--- src/rtl/pipe_ctrl_pkg.sv ---
// Shared types for the pipeline hazard controller: scoreboard entry,
// forwarding select encoding and the hard-wired zero register index.
package pipe_ctrl_pkg;

  // Scoreboard destination field is sized for the widest supported register index.
  localparam int SB_DEST_W = 8;

  localparam logic [SB_DEST_W-1:0] ZERO_REG = '0;

  typedef struct packed {
    logic                 valid;
    logic                 reg_wr;
    logic                 rd_mem;
    logic [SB_DEST_W-1:0] dest;
  } sb_entry_t;

  localparam sb_entry_t SB_EMPTY = '0;

  typedef enum logic [1:0] {
    FWD_RF    = 2'd0,
    FWD_EXMEM = 2'd1,
    FWD_MEMWB = 2'd2
  } fwd_sel_e;

endpackage

--- src/rtl/hazard_match.sv ---
// Producer/consumer comparator: flags a read of a register that an older
// in-flight instruction is going to write. x0 never matches.
module hazard_match
  import pipe_ctrl_pkg::*;
(
  input  sb_entry_t            producer,
  input  logic [SB_DEST_W-1:0] rs,
  input  logic                 rs_used,
  input  logic                 consumer_valid,
  output logic                 match
);

  assign match = consumer_valid & rs_used &
                 producer.valid & producer.reg_wr &
                 (producer.dest != ZERO_REG) & (producer.dest == rs);

endmodule

--- src/rtl/hazard_ctrl_unit.sv ---
// Central pipeline controller for the 5-stage core: register enables and
// flushes, load-use bubbles, registered EX forwarding selects, data-memory
// freeze and saturating performance counters.
module hazard_ctrl_unit
  import pipe_ctrl_pkg::*;
#(
  parameter int REG_IDX_W = 5,
  parameter int LU_STALL  = 1,
  parameter int CNT_W     = 32
) (
  input  logic                 clk,
  input  logic                 rst,
  input  logic                 id_valid,
  input  logic [REG_IDX_W-1:0] id_rs1,
  input  logic [REG_IDX_W-1:0] id_rs2,
  input  logic [1:0]           id_rs_used,
  input  logic                 id_reg_wr,
  input  logic                 id_rd_mem,
  input  logic [REG_IDX_W-1:0] id_dest,
  input  logic                 ex_take_branch,
  input  logic                 dmem_busy,
  output logic                 pc_en,
  output logic                 if_id_en,
  output logic                 id_ex_en,
  output logic                 ex_mem_en,
  output logic                 mem_wb_en,
  output logic                 if_id_flush,
  output logic                 id_ex_flush,
  output logic [1:0]           fwd_sel_a,
  output logic [1:0]           fwd_sel_b,
  output logic [CNT_W-1:0]     stall_cnt,
  output logic [CNT_W-1:0]     flush_cnt,
  output logic [CNT_W-1:0]     freeze_cnt
);

  // Shadow occupants of EX, MEM and WB
  sb_entry_t sb_p0, sb_p1, sb_p2;
  logic [1:0] lu_cnt;

  logic [SB_DEST_W-1:0] rs1_w, rs2_w;
  sb_entry_t id_entry;
  logic m_ex_a, m_ex_b, m_mem_a, m_mem_b;
  logic freeze, branch, lu_detect, stall;
  fwd_sel_e fwd_a_nxt, fwd_b_nxt;

  function automatic logic [CNT_W-1:0] sat_inc(input logic [CNT_W-1:0] c);
    sat_inc = (&c) ? c : c + 1'b1;
  endfunction

  // The younger (EX) producer wins; a WB producer is covered by regfile write-through.
  function automatic fwd_sel_e fwd_pick(input logic ex_m, input logic mem_m);
    fwd_pick = FWD_RF;
    if (ex_m)       fwd_pick = FWD_EXMEM;
    else if (mem_m) fwd_pick = FWD_MEMWB;
  endfunction

  assign rs1_w    = SB_DEST_W'(id_rs1);
  assign rs2_w    = SB_DEST_W'(id_rs2);
  assign id_entry = '{valid: id_valid, reg_wr: id_reg_wr, rd_mem: id_rd_mem,
                      dest: SB_DEST_W'(id_dest)};

  hazard_match u_ex_a  (.producer(sb_p0), .rs(rs1_w), .rs_used(id_rs_used[0]),
                        .consumer_valid(id_valid), .match(m_ex_a));
  hazard_match u_ex_b  (.producer(sb_p0), .rs(rs2_w), .rs_used(id_rs_used[1]),
                        .consumer_valid(id_valid), .match(m_ex_b));
  hazard_match u_mem_a (.producer(sb_p1), .rs(rs1_w), .rs_used(id_rs_used[0]),
                        .consumer_valid(id_valid), .match(m_mem_a));
  hazard_match u_mem_b (.producer(sb_p1), .rs(rs2_w), .rs_used(id_rs_used[1]),
                        .consumer_valid(id_valid), .match(m_mem_b));

  // The WB entry is kept for a complete picture of the pipe; write-through means no select needs it.
  logic wb_unused;
  assign wb_unused = ^sb_p2;

  assign freeze    = dmem_busy;
  assign branch    = ex_take_branch & ~freeze;
  // The detection cycle is itself the first bubble, so the countdown holds the remaining ones.
  assign lu_detect = (lu_cnt == 2'd0) & sb_p0.rd_mem & (m_ex_a | m_ex_b);
  assign stall     = lu_detect | (lu_cnt != 2'd0);
  assign fwd_a_nxt = fwd_pick(m_ex_a, m_ex_b & 1'b0 | m_ex_a & 1'b0 | m_ex_a ? 1'b0 : m_mem_a);
  assign fwd_b_nxt = fwd_pick(m_ex_b, m_mem_b);

  // Enables and flushes by priority: freeze, branch, load-use bubble, normal flow
  always_comb begin
    pc_en       = 1'b1;
    if_id_en    = 1'b1;
    id_ex_en    = 1'b1;
    ex_mem_en   = 1'b1;
    mem_wb_en   = 1'b1;
    if_id_flush = 1'b0;
    id_ex_flush = 1'b0;
    if (freeze) begin
      pc_en     = 1'b0;
      if_id_en  = 1'b0;
      id_ex_en  = 1'b0;
      ex_mem_en = 1'b0;
      mem_wb_en = 1'b0;
    end else if (branch) begin
      if_id_flush = 1'b1;
      id_ex_flush = 1'b1;
    end else if (stall) begin
      pc_en       = 1'b0;
      if_id_en    = 1'b0;
      id_ex_flush = 1'b1;
    end
  end

  // Scoreboard shifts with the pipeline; bubbles and flushes enter as empty entries
  always_ff @(posedge clk) begin
    if (rst) begin
      sb_p0.valid <= 1'b0;
      sb_p1.valid <= 1'b0;
      sb_p2.valid <= 1'b0;
    end else if (!freeze) begin
      sb_p2 <= sb_p1;
      sb_p1 <= sb_p0;
      sb_p0 <= id_ex_flush ? SB_EMPTY : id_entry;
    end
  end

  // Load-use countdown: cleared by a branch, held by a freeze
  always_ff @(posedge clk) begin
    if (rst) begin
      lu_cnt <= 2'd0;
    end else if (!freeze) begin
      if (branch)                lu_cnt <= 2'd0;
      else if (lu_cnt != 2'd0)   lu_cnt <= lu_cnt - 2'd1;
      else if (lu_detect)        lu_cnt <= 2'(LU_STALL - 1);
    end
  end

  // Forwarding selects follow the instruction into EX; a bubble never forwards
  always_ff @(posedge clk) begin
    if (rst) begin
      fwd_sel_a <= FWD_RF;
      fwd_sel_b <= FWD_RF;
    end else if (id_ex_en) begin
      fwd_sel_a <= id_ex_flush ? FWD_RF : fwd_a_nxt;
      fwd_sel_b <= id_ex_flush ? FWD_RF : fwd_b_nxt;
    end
  end

  // Saturating event counters
  always_ff @(posedge clk) begin
    if (rst) begin
      stall_cnt  <= '0;
      flush_cnt  <= '0;
      freeze_cnt <= '0;
    end else if (freeze) begin
      freeze_cnt <= sat_inc(freeze_cnt);
    end else if (branch) begin
      flush_cnt  <= sat_inc(flush_cnt);
    end else if (stall) begin
      stall_cnt  <= sat_inc(stall_cnt);
    end
  end

endmodule

--- config.mk ---
export PLATFORM = sky130hd
export DESIGN_NAME = hazard_ctrl_unit
export DESIGN_NICKNAME = d
export VERILOG_FILES = /design/src/rtl/pipe_ctrl_pkg.sv /design/src/rtl/hazard_match.sv /design/src/rtl/hazard_ctrl_unit.sv
export SDC_FILE = /design/constraint.sdc
export NUM_CORES = 1
export LEC_CHECK = 0
export ABC_AREA = 1
export BUFFER_PORTS_ARGS = -buffer_cell sky130_fd_sc_hd__buf_2
export CORE_MARGIN = 2
export CORE_UTILIZATION = 60
export CTS_BUF_LIST = sky130_fd_sc_hd__clkbuf_8
export DETAILED_ROUTE_END_ITERATION = 6
export GPL_ROUTABILITY_DRIVEN = 0
export GPL_TIMING_DRIVEN = 0
export PLACE_DENSITY = 0.85
export SYNTH_ARGS = -nofsm -noshare
export SYNTH_HDL_FRONTEND = slang
export SYNTH_SLANG_ARGS = --single-unit
--- constraint.sdc ---
create_clock -name clk -period 4.2 [get_ports clk]
set_clock_uncertainty 0.2 [all_clocks]
set_input_delay 0.21 -clock clk [delete_from_list [all_inputs] [get_ports clk]]
set_output_delay 0.21 -clock clk [all_outputs]
set_load 0.05 [all_outputs]
==> results of run 1 <==
## cell type report
cell class	instances	area, um2
Clock inverter	15	193
Timing Repair Buffer	140	756
Multi-Input combinational cell	829	4040
Sequential cell	117	2470
Fill cell	959	3030
Inverter	87	329
Clock buffer	17	234
Tap cell	143	179
Buffer	39	238
## through the flow
| step | area, um2 | total power [uW] |
|---|---|---|
| 3_5_place_dp | 7900 | 1320 |
| 3_3_place_gp | 7900 | 1320 |
| 6_report | 8440 | 2460 |
| 5_1_grt | 8440 | 2540 |
| 2_1_floorplan | 7070 | 1270 |
| 4_1_cts | 8440 | 2470 |
## registers in the layout (all words and copies together), names as in the netlist
| signal | cells |
|---|---|
| flush_cnt | 32 |
| fwd_sel_b | 2 |
| lu_cnt | 2 |
| sb_p0 | 8 |
| stall_cnt | 32 |
| fwd_sel_a | 2 |
| sb_p1 | 7 |
| freeze_cnt | 32 |
## per-layer routing
| layer | global-route usage | vias up | part of all wire |
|---|---|---|---|
| met5 | 0 | - | 0 |
| met4 | 0.131 | 0 | 0.031 |
| met3 | 0.0572 | 56 | 0.072 |
| met2 | 0.540 | 329 | 0.48 |
| met1 | 0.411 | 3488 | 0.42 |
| li1 | - | 3795 | - |
## path summary, 6_finish.rpt
| kind | start | to | slack [ns] |
|---|---|---|---|
| setup reg to reg | sb_p0[0] | sb_p0[10] | 1.45 |
| setup / recovery | sb_p0[0] | pc_en | 1.11 |
| hold reg to reg | sb_p1[10] | sb_p1[10] | 0.30 |
| hold / removal | id_rs1[2] | fwd_sel_a[1] | 0.08 |
## timing repair
action	CTS	global route
resized for setup	0	0
hold buffers	11	0
hold endpoints to repair	13	0
setup buffers	0	0
## cell usage in the layout, fill, tap and decap left out, types with 4 or more instances in the layout
master         netlist  routed
buf_6                7       7
xnor2_1             28      28
dfxtp_1            104     104
bufinv_16            0       5
nand4_1             47      47
inv_2                6       6
clkbuf_8             0      17
nand2_1            348     348
o21ai_0             16      16
xor2_1              39      39
nand2_2              5       5
clkinv_2             0       4
clkinv_1             1       6
edfxtp_1            13      13
nor3_1              33      33
nand3_1             37      37
nor2_1             137     137
a21oi_1             91      91
nand3b_1            12      12
dlygate4sd3_1        0      11
buf_2               10     139
clkbuf_1            12      12
nor2_4               4       4
buf_4                7       7
inv_1               79      80
## cell families after synthesis
group | Yosys count | share of synthesized area
AO/OA/AOI/OAI | 117 | 0.0867
flip-flops | 117 | 0.349
XOR/XNOR | 67 | 0.0830
multiplexers | 1 | 0.00141
AND/OR/NAND/NOR | 641 | 0.394
adder cells (fa/ha/maj) | 3 | 0.00531
buffers and inverters | 126 | 0.0801
## worst reg2reg max path: cells and delay by family (launching register included)
kind                   cells  cell delay (ns)
DFF                        1             0.46
buffers and inverters      1             0.57
and+or+nand+nor            9             1.22
AOI/OAI and AO/OA          1             0.23
## power breakdown
group	internal [uW]	switching (uW)	total [uW]
logic	51.0	114	165
clock network	689	463	1150
registers	1140	7.81	1150
total	1880	585	2460
==> flow_summary.json, run 1 <==
{
  "synthArstFlopShare": 0,
  "track_usage": 0.322,
  "reg2reg_depth": 11,
  "finalWirelength_um": 19800,
  "syn_area_per_cell_um2": 6.60,
  "synth_top_cell_area_share": 0.294,
  "rows": 39,
  "syn2layout_area_growth_pct": 19.2,
  "pin_count": 131,
  "cts_sinks": 117,
  "yosys_warnings": 0,
  "drtPass1Iterations": 5,
  "nNetsFinal": 1258,
  "synth_area_um2": 7070,
  "die_h_um": 113,
  "crit_required_ns": 3.79,
  "cp_num_buf_inv": 3,
  "final-setup-viol-count": 0,
  "cp_common_cell": "nand2_1",
  "hold_viol": 0,
  "crit_type": "reg2out",
  "synth_flop_cell": "dfxtp_1",
  "mappedNetlistNets": 1099,
  "dr_total_vias": 7668,
  "ys_seq_area_frac": 0.349,
  "synth_cells": 1072,
  "pre_cts_ws_ns": 1.61,
  "antenna_found_initial": 0,
  "leakage_uw": 0.00346,
  "fin_cells": 1387,
  "slew_violations": 0,
  "drt_iter0_drc": 679,
  "synth_most_common_cell": "nand2_1",
  "core_um2": 11500,
  "yosysTopAreaCell": "dfxtp_1",
  "crit_chain": "or2_1 -> nor2_1 -> nor2_1 -> nand2_1 -> nand2_1 -> nand2_1 -> nand2_2 -> buf_2 -> a21oi_1 -> buf_4 -> buf_2",
  "synth-edff-count": 13,
  "cp_slowest_cell": "edfxtp_1",
  "cts_tree": "done",
  "synth-seq-cells": 117,
  "timing.hold.ws_ns": 0.0810,
  "min_path_type": "in2reg",
  "final_layout_size_suffix_gt1_frac": 0.169,
  "max_freq_ghz": 0.324,
  "remaining_drc_errors": 0,
  "cts-buffers-inserted": 17,
  "critical_path.top_delay_family": "simple AND/OR/NAND/NOR gates",
  "synth_cell_types": 43,
  "cts_root_buf": "clkbuf_8",
  "netlist_top_cells_area": "dfxtp_1, nand2_1, nor2_1",
  "endpoint_kind": "primary output",
  "port_buffers": 129,
  "maxCapViolCount": 0,
  "outcome": "finished, final reports clean",
  "fin_util": 0.736,
  "power.density_nw_per_um2": 292,
  "netlist_top_cells_count": "nand2_1, nor2_1, dfxtp_1",
  "grt_max_degree": 17,
  "setup_tns_ns": 0,
  "min_period_over_period": 0.736,
  "wl_per_cell_um": 14.2,
  "cp.depth": 11,
  "peakVddDrop_v": 0.000201,
  "grt_pass1_vias": 7134,
  "critPathMaxFanout": 10,
  "htreeDepth": 4,
  "place_inst": 1344,
  "critPathLaunchType": "flop",
  "clk_pin_slew_worst_paths_ns": 0.08,
  "period_minus_slack_ns": 3.09,
  "cpPeakStageDelay_ns": 0.46,
  "hold_depth": 6,
  "maxSlewHeadroom": 0.254,
  "die_area_um2": 12700,
  "clkLatencyLatePin_ns": 0.45,
  "postRouteAntennaNets": 0,
  "via_per_inst": 5.53,
  "cp_data_arrival_time_ns": 2.68,
  "initial_utilization": 0.617,
  "clock_path_buffers": 2,
  "worst_pin_slew_ns": 1.11,
  "finalWorstSetupSlack_ns": 1.11,
  "die_x_um": 113,
  "gr-total-overflow": 0,
  "dpl.hpwl_um": 14300,
  "antenna_cells": 0,
  "grt_pass1_wl_um": 33500,
  "rsz0062_at_grt": "no"
}
Power figures use the tool's default switching activity.
==> run 2, diff against run 1 <==
--- a/config.mk
+++ b/config.mk
@@ -8,12 +8,12 @@
 export ABC_AREA = 1
 export BUFFER_PORTS_ARGS = -buffer_cell sky130_fd_sc_hd__buf_2
 export CORE_MARGIN = 2
-export CORE_UTILIZATION = 60
+export CORE_UTILIZATION = 53
 export CTS_BUF_LIST = sky130_fd_sc_hd__clkbuf_8
 export DETAILED_ROUTE_END_ITERATION = 6
 export GPL_ROUTABILITY_DRIVEN = 0
 export GPL_TIMING_DRIVEN = 0
-export PLACE_DENSITY = 0.85
+export PLACE_DENSITY = 0.8
 export SYNTH_ARGS = -nofsm -noshare
 export SYNTH_HDL_FRONTEND = slang
 export SYNTH_SLANG_ARGS = --single-unit
==> constraint.sdc (replaced) <==
create_clock -name clk -period 2.54 [get_ports clk]
set_clock_uncertainty 0.2 [all_clocks]
set_input_delay 0.127 -clock clk [delete_from_list [all_inputs] [get_ports clk]]
set_output_delay 0.127 -clock clk [all_outputs]
set_load 0.05 [all_outputs]
==> flow_summary.json, run 2 (synthesis gave the netlist of run 1 again) <==
{
  "outcome": "finished, violations left",
  "violations": "negative setup slack",
  "cp_data_arrival_time_ns": 2.63,
  "period_minus_slack_ns": 2.61,
  "final_layout_size_suffix_gt1_frac": 0.186,
  "endpoint_kind": "flop",
  "cts-buffers-inserted": 17,
  "wl_per_cell_um": 14.4,
  "remaining_drc_errors": 0,
  "drt_iter0_drc": 786,
  "pre_cts_ws_ns": 0.0964,
  "multi_input_comb_area_um2": 4110,
  "final_cell_mix": "nand2_1, nor2_1, buf_2, dfxtp_1, a21oi_1",
  "die_h_um": 120,
  "worst_pin_slew_ns": 1.10,
  "min_from": "id_rs2[3]",
  "core_um2": 13100,
  "rows": 42,
  "slew_violations": 0,
  "crit_required_ns": 2.55,
  "maxCapViolCount": 0,
  "min_period_over_period": 1.03,
  "syn2layout_area_growth_pct": 22.9,
  "antenna_found_initial": 0,
  "fin_area_um2": 8690,
  "finalWorstSetupSlack_ns": -0.0730,
  "initial_utilization": 0.538,
  "timing.hold.ws_ns": 0.0172,
  "nNetsFinal": 1273,
  "dr_total_vias": 7722,
  "crit_type": "reg2reg",
  "postRouteAntennaNets": 0,
  "port_buffers": 129,
  "timing.rr.start": "sb_p0[1]",
  "die_x_um": 120,
  "clock_path_buffers": 2,
  "rsz0062_at_grt": "yes",
  "placed_cell_area_um2": 7940,
  "num-fill-cells": 1210,
  "grt_max_degree": 17,
  "hold_viol": 0,
  "dpl.hpwl_um": 14600,
  "drtPass1Iterations": 6,
  "power.density_nw_per_um2": 449,
  "cts_root_buf": "clkbuf_8",
  "cts_sinks": 117,
  "maxSlewHeadroom": 0.267,
  "min_path_type": "in2reg",
  "clk_pin_slew_worst_paths_ns": 0.07,
  "total_power_uw": 3900,
  "clkLatencyLatePin_ns": 0.46,
  "critPathLaunchType": "flop",
  "grt_pass1_wl_um": 33100,
  "setup_tns_ns": -0.157,
  "crit_start": "sb_p0[1]",
  "regArea_um2": 2470,
  "via_per_inst": 5.38,
  "final_common_cell": "nand2_1",
  "cts_tree": "done",
  "critPathMaxFanout": 6,
  "htreeDepth": 4,
  "reg_top3": "flush_cnt (32), freeze_cnt (32), stall_cnt (32)",
  "antenna_cells": 0,
  "finalWirelength_um": 20600,
  "max_freq_ghz": 0.383,
  "pin_count": 131,
  "die_area_um2": 14300,
  "gr-total-overflow": 0,
  "final-setup-viol-count": 3,
  "leakage_uw": 0.00357,
  "grt_pass1_vias": 7012,
  "track_usage": 0.286,
  "rrSetupSlack_ns": -0.07,
  "peakVddDrop_v": 0.000316
}
[run 2: changes by cell type in the layout (fill, tap and decap cells not counted), sizes merged]
cell         change
buf             +12
clkbuf           +8
clkinv           -8
bufinv           -4
inv              +4
dlygate4sd3      +3
[run 2: cell type report]
class	count	share of cell area
Inverter	87	0.0382
Buffer	39	0.0289
Sequential cell	117	0.284
Timing Repair Buffer	155	0.104
Tap cell	176	0.0253
Clock inverter	7	0.00619
Multi-Input combinational cell	829	0.473
Clock buffer	25	0.0396
[run 2: power breakdown]
group          total [uW]  switching (uW)  internal, uW
registers            1900            13.4          1880
clock network        1710             742           964
logic                 301             200           101
total                3900             955          2950
[run 2: what timing repair did]
| action | 4_1_cts | 5_1_grt |
|---|---|---|
| setup buffers | 4 | 8 |
| pin swaps | 2 | 7 |
| resized for setup | 12 | 17 |
| hold buffers | 18 | 0 |
| endpoints found under the setup margin | 3 | 17 |
| endpoints found under the hold margin | 14 | 0 |
[run 2: layer usage]
layer  vias to the layer above  track usage  routed length, um
li1                       3825            -                  -
met3                        60       0.0732               1520
met1                      3502        0.361               8600
met2                       335        0.470               9920
met5                         -            0                  0
met4                         0        0.109                566
[run 2: stage by stage]
step                 util  instances
floorplan               -       1072
global placement    0.605       1377
detailed placement  0.605       1377
CTS                 0.655       1431
global route        0.662       1435
finish              0.662       1435
[run 2: path summary, 6_finish.rpt]
path                  endpoint  cells after the start
hold / removal    fwd_sel_b[1]                      6
hold reg to reg       sb_p1[9]                      0
setup / recovery      sb_p0[0]                     12
setup reg to reg      sb_p0[0]                     12
[run 2: worst max-delay path: stages (launching register included)]
cell and delay, ns:
edfxtp_1 0.45, buf_4 0.17, xnor2_2 0.15, nand2_1 0.08, nor2_1 0.11, nand2_1 0.11, nand2_2 0.09, nand2_2 0.07
nand2_4 0.11, o21ai_4 0.09, inv_4 0.13, nor2_1 0.05, dlygate4sd3_1 0.55
==> run 3, diff against run 2 <==
--- a/config.mk
+++ b/config.mk
@@ -8,12 +8,13 @@
 export ABC_AREA = 1
 export BUFFER_PORTS_ARGS = -buffer_cell sky130_fd_sc_hd__buf_2
 export CORE_MARGIN = 2
-export CORE_UTILIZATION = 53
+export CORE_UTILIZATION = 58
 export CTS_BUF_LIST = sky130_fd_sc_hd__clkbuf_8
 export DETAILED_ROUTE_END_ITERATION = 6
 export GPL_ROUTABILITY_DRIVEN = 0
 export GPL_TIMING_DRIVEN = 0
-export PLACE_DENSITY = 0.8
+export PLACE_DENSITY = 0.83
+export SKIP_LAST_GASP = 1
 export SYNTH_ARGS = -nofsm -noshare
 export SYNTH_HDL_FRONTEND = slang
 export SYNTH_SLANG_ARGS = --single-unit
==> constraint.sdc (replaced) <==
create_clock -name clk -period 3 [get_ports clk]
set_clock_uncertainty 0.2 [all_clocks]
set_input_delay 0.15 -clock clk [delete_from_list [all_inputs] [get_ports clk]]
set_output_delay 0.15 -clock clk [all_outputs]
set_load 0.05 [all_outputs]
==> flow_summary.json, run 3 (synthesis gave the netlist of run 1 again) <==
{
  "critPathLaunchType": "flop",
  "drtPass1Iterations": 6,
  "crit_required_ns": 2.65,
  "maxSlewHeadroom": 0.246,
  "total_power_uw": 3160,
  "core_um2": 12000,
  "cts-buffers-inserted": 17,
  "wl_per_cell_um": 14.1,
  "worst_pin_slew_ns": 1.13,
  "die_area_um2": 13100,
  "fin_cells": 1398,
  "die_h_um": 114,
  "outcome": "finished, final reports clean",
  "cp_data_arrival_time_ns": 2.56,
  "antenna_found_initial": 0,
  "slew_violations": 0,
  "reg2reg_depth": 12,
  "leakage_uw": 0.00348,
  "power.density_nw_per_um2": 374,
  "cts_tree": "done",
  "antenna_cells": 0,
  "track_usage": 0.305,
  "dr_total_vias": 7666,
  "endpoint_kind": "primary output",
  "remaining_drc_errors": 0,
  "hold_viol": 0,
  "max_freq_ghz": 0.343,
  "pin_count": 131,
  "nNetsFinal": 1266,
  "clock_path_buffers": 2,
  "die_x_um": 114,
  "crit_chain": "or2_1 -> nor2_1 -> nor2_1 -> nand2_1 -> nand2_1 -> nand2_1 -> nand2_2 -> buf_4 -> a21oi_2 -> buf_4 -> clkbuf_4",
  "grt_pass1_wl_um": 32100,
  "min_period_over_period": 0.971,
  "rows": 40,
  "hold_depth": 6,
  "drt_iter0_drc": 642,
  "initial_utilization": 0.591,
  "period_minus_slack_ns": 2.91,
  "gr-total-overflow": 0,
  "cp_slowest_cell": "edfxtp_1",
  "cts_sinks": 117,
  "crit_type": "reg2out",
  "cts_root_buf": "clkbuf_8",
  "finalWorstSetupSlack_ns": 0.0873,
  "fin_util": 0.706,
  "num-fill-cells": 1046,
  "maxCapViolCount": 0,
  "postRouteAntennaNets": 0,
  "dpl.hpwl_um": 14300,
  "grt_pass1_vias": 6952,
  "final_common_cell": "nand2_1",
  "cp_common_cell": "nand2_1",
  "htreeDepth": 4,
  "syn2layout_area_growth_pct": 19.4,
  "clkLatencyLatePin_ns": 0.46,
  "min_path_type": "in2reg",
  "grt_max_degree": 17,
  "final_layout_size_suffix_gt1_frac": 0.171,
  "finalWirelength_um": 19700,
  "port_buffers": 129,
  "via_per_inst": 5.48,
  "critPathMaxFanout": 10,
  "reg_top3": "flush_cnt (32), freeze_cnt (32), stall_cnt (32)",
  "pre_cts_ws_ns": 0.487,
  "final_cell_mix": "nand2_1, nor2_1, buf_2, dfxtp_1, a21oi_1",
  "peakVddDrop_v": 0.000265,
  "final-setup-viol-count": 0,
  "clk_pin_slew_worst_paths_ns": 0.07,
  "place_inst": 1348,
  "cpPeakStageDelay_ns": 0.46,
  "setup_tns_ns": 0
}
==> run 3: cell types whose count changed in the layout (fill, tap and decap cells not counted), moves of 2 or more <==
| cell | delta |
|---|---|
| clkinv_2 | +3 |
| buf_6 | -3 |
| buf_2 | +2 |
| nand2_1 | +3 |
| buf_4 | -7 |
| nand2_4 | -2 |
| buf_8 | -3 |
| xnor2_2 | -4 |
| clkbuf_8 | -2 |
| xnor2_1 | +4 |
| dlygate4sd3_1 | +3 |
==> run 3: path summary, 6_finish.rpt <==
kind         slack, ns      start      endpoint
max               0.09   sb_p0[0]         pc_en
min               0.03  id_rs2[1]  fwd_sel_b[1]
max reg2reg       0.28   sb_p0[0]      sb_p0[4]
min reg2reg       0.28   sb_p0[9]      sb_p1[9]
==> run 3: metal layers <==
layer,vias to the layer above,wire [um],track usage
li1,3817,-,-
met1,3482,8560,0.388
met2,321,9310,0.510
met3,46,1300,0.0540
met4,0,539,0.129
met5,-,0,0
==> run 3: cell type report <==
cell class              count  area (um2)  share of cell area
flip-flops and latches    117        2470               0.293
multi-input cells         829        4040               0.478
inverters                  87         329              0.0389
well taps                 147         184              0.0218
clock buffers              23         317              0.0375
clock inverters             8        35.0             0.00415
repair buffers            148         833              0.0986
plain buffers              39         240              0.0284
==> run 3: what timing repair did <==
action,4_1_cts,5_1_grt
endpoints found under the setup margin,0,2
setup buffers,0,2
gates resized for setup,0,4
hold buffers,17,0
hold endpoints to repair,14,0
==> run 3: per-stage QoR <==
| stage | hold WS, ns | instance area, um2 |
|---|---|---|
| after floorplan | 0.109 | 7070 |
| after global placement | 0.233 | 7900 |
| after detailed placement | 0.251 | 7900 |
| after CTS | 0.0226 | 8430 |
| after global routing | 0.0507 | 8450 |
| final | 0.0336 | 8450 |
==> run 3: worst max-delay path: cells and delay by family (launching register included) <==
kind / cells / cell delay, ns
AOI/OAI and AO/OA: 1 / 0.20
buffers and inverters: 3 / 0.57
DFF: 1 / 0.46
and+or+nand+nor: 7 / 0.86
==> run 3: report_power, final <==
part	total (uW)	internal, uW	leakage [uW]	switching, uW
registers	1600	1590	0.000963	10.5
logic	241	79.3	0.00231	162
clock network	1310	680	0.000202	632
total	3160	2350	0.00348	804
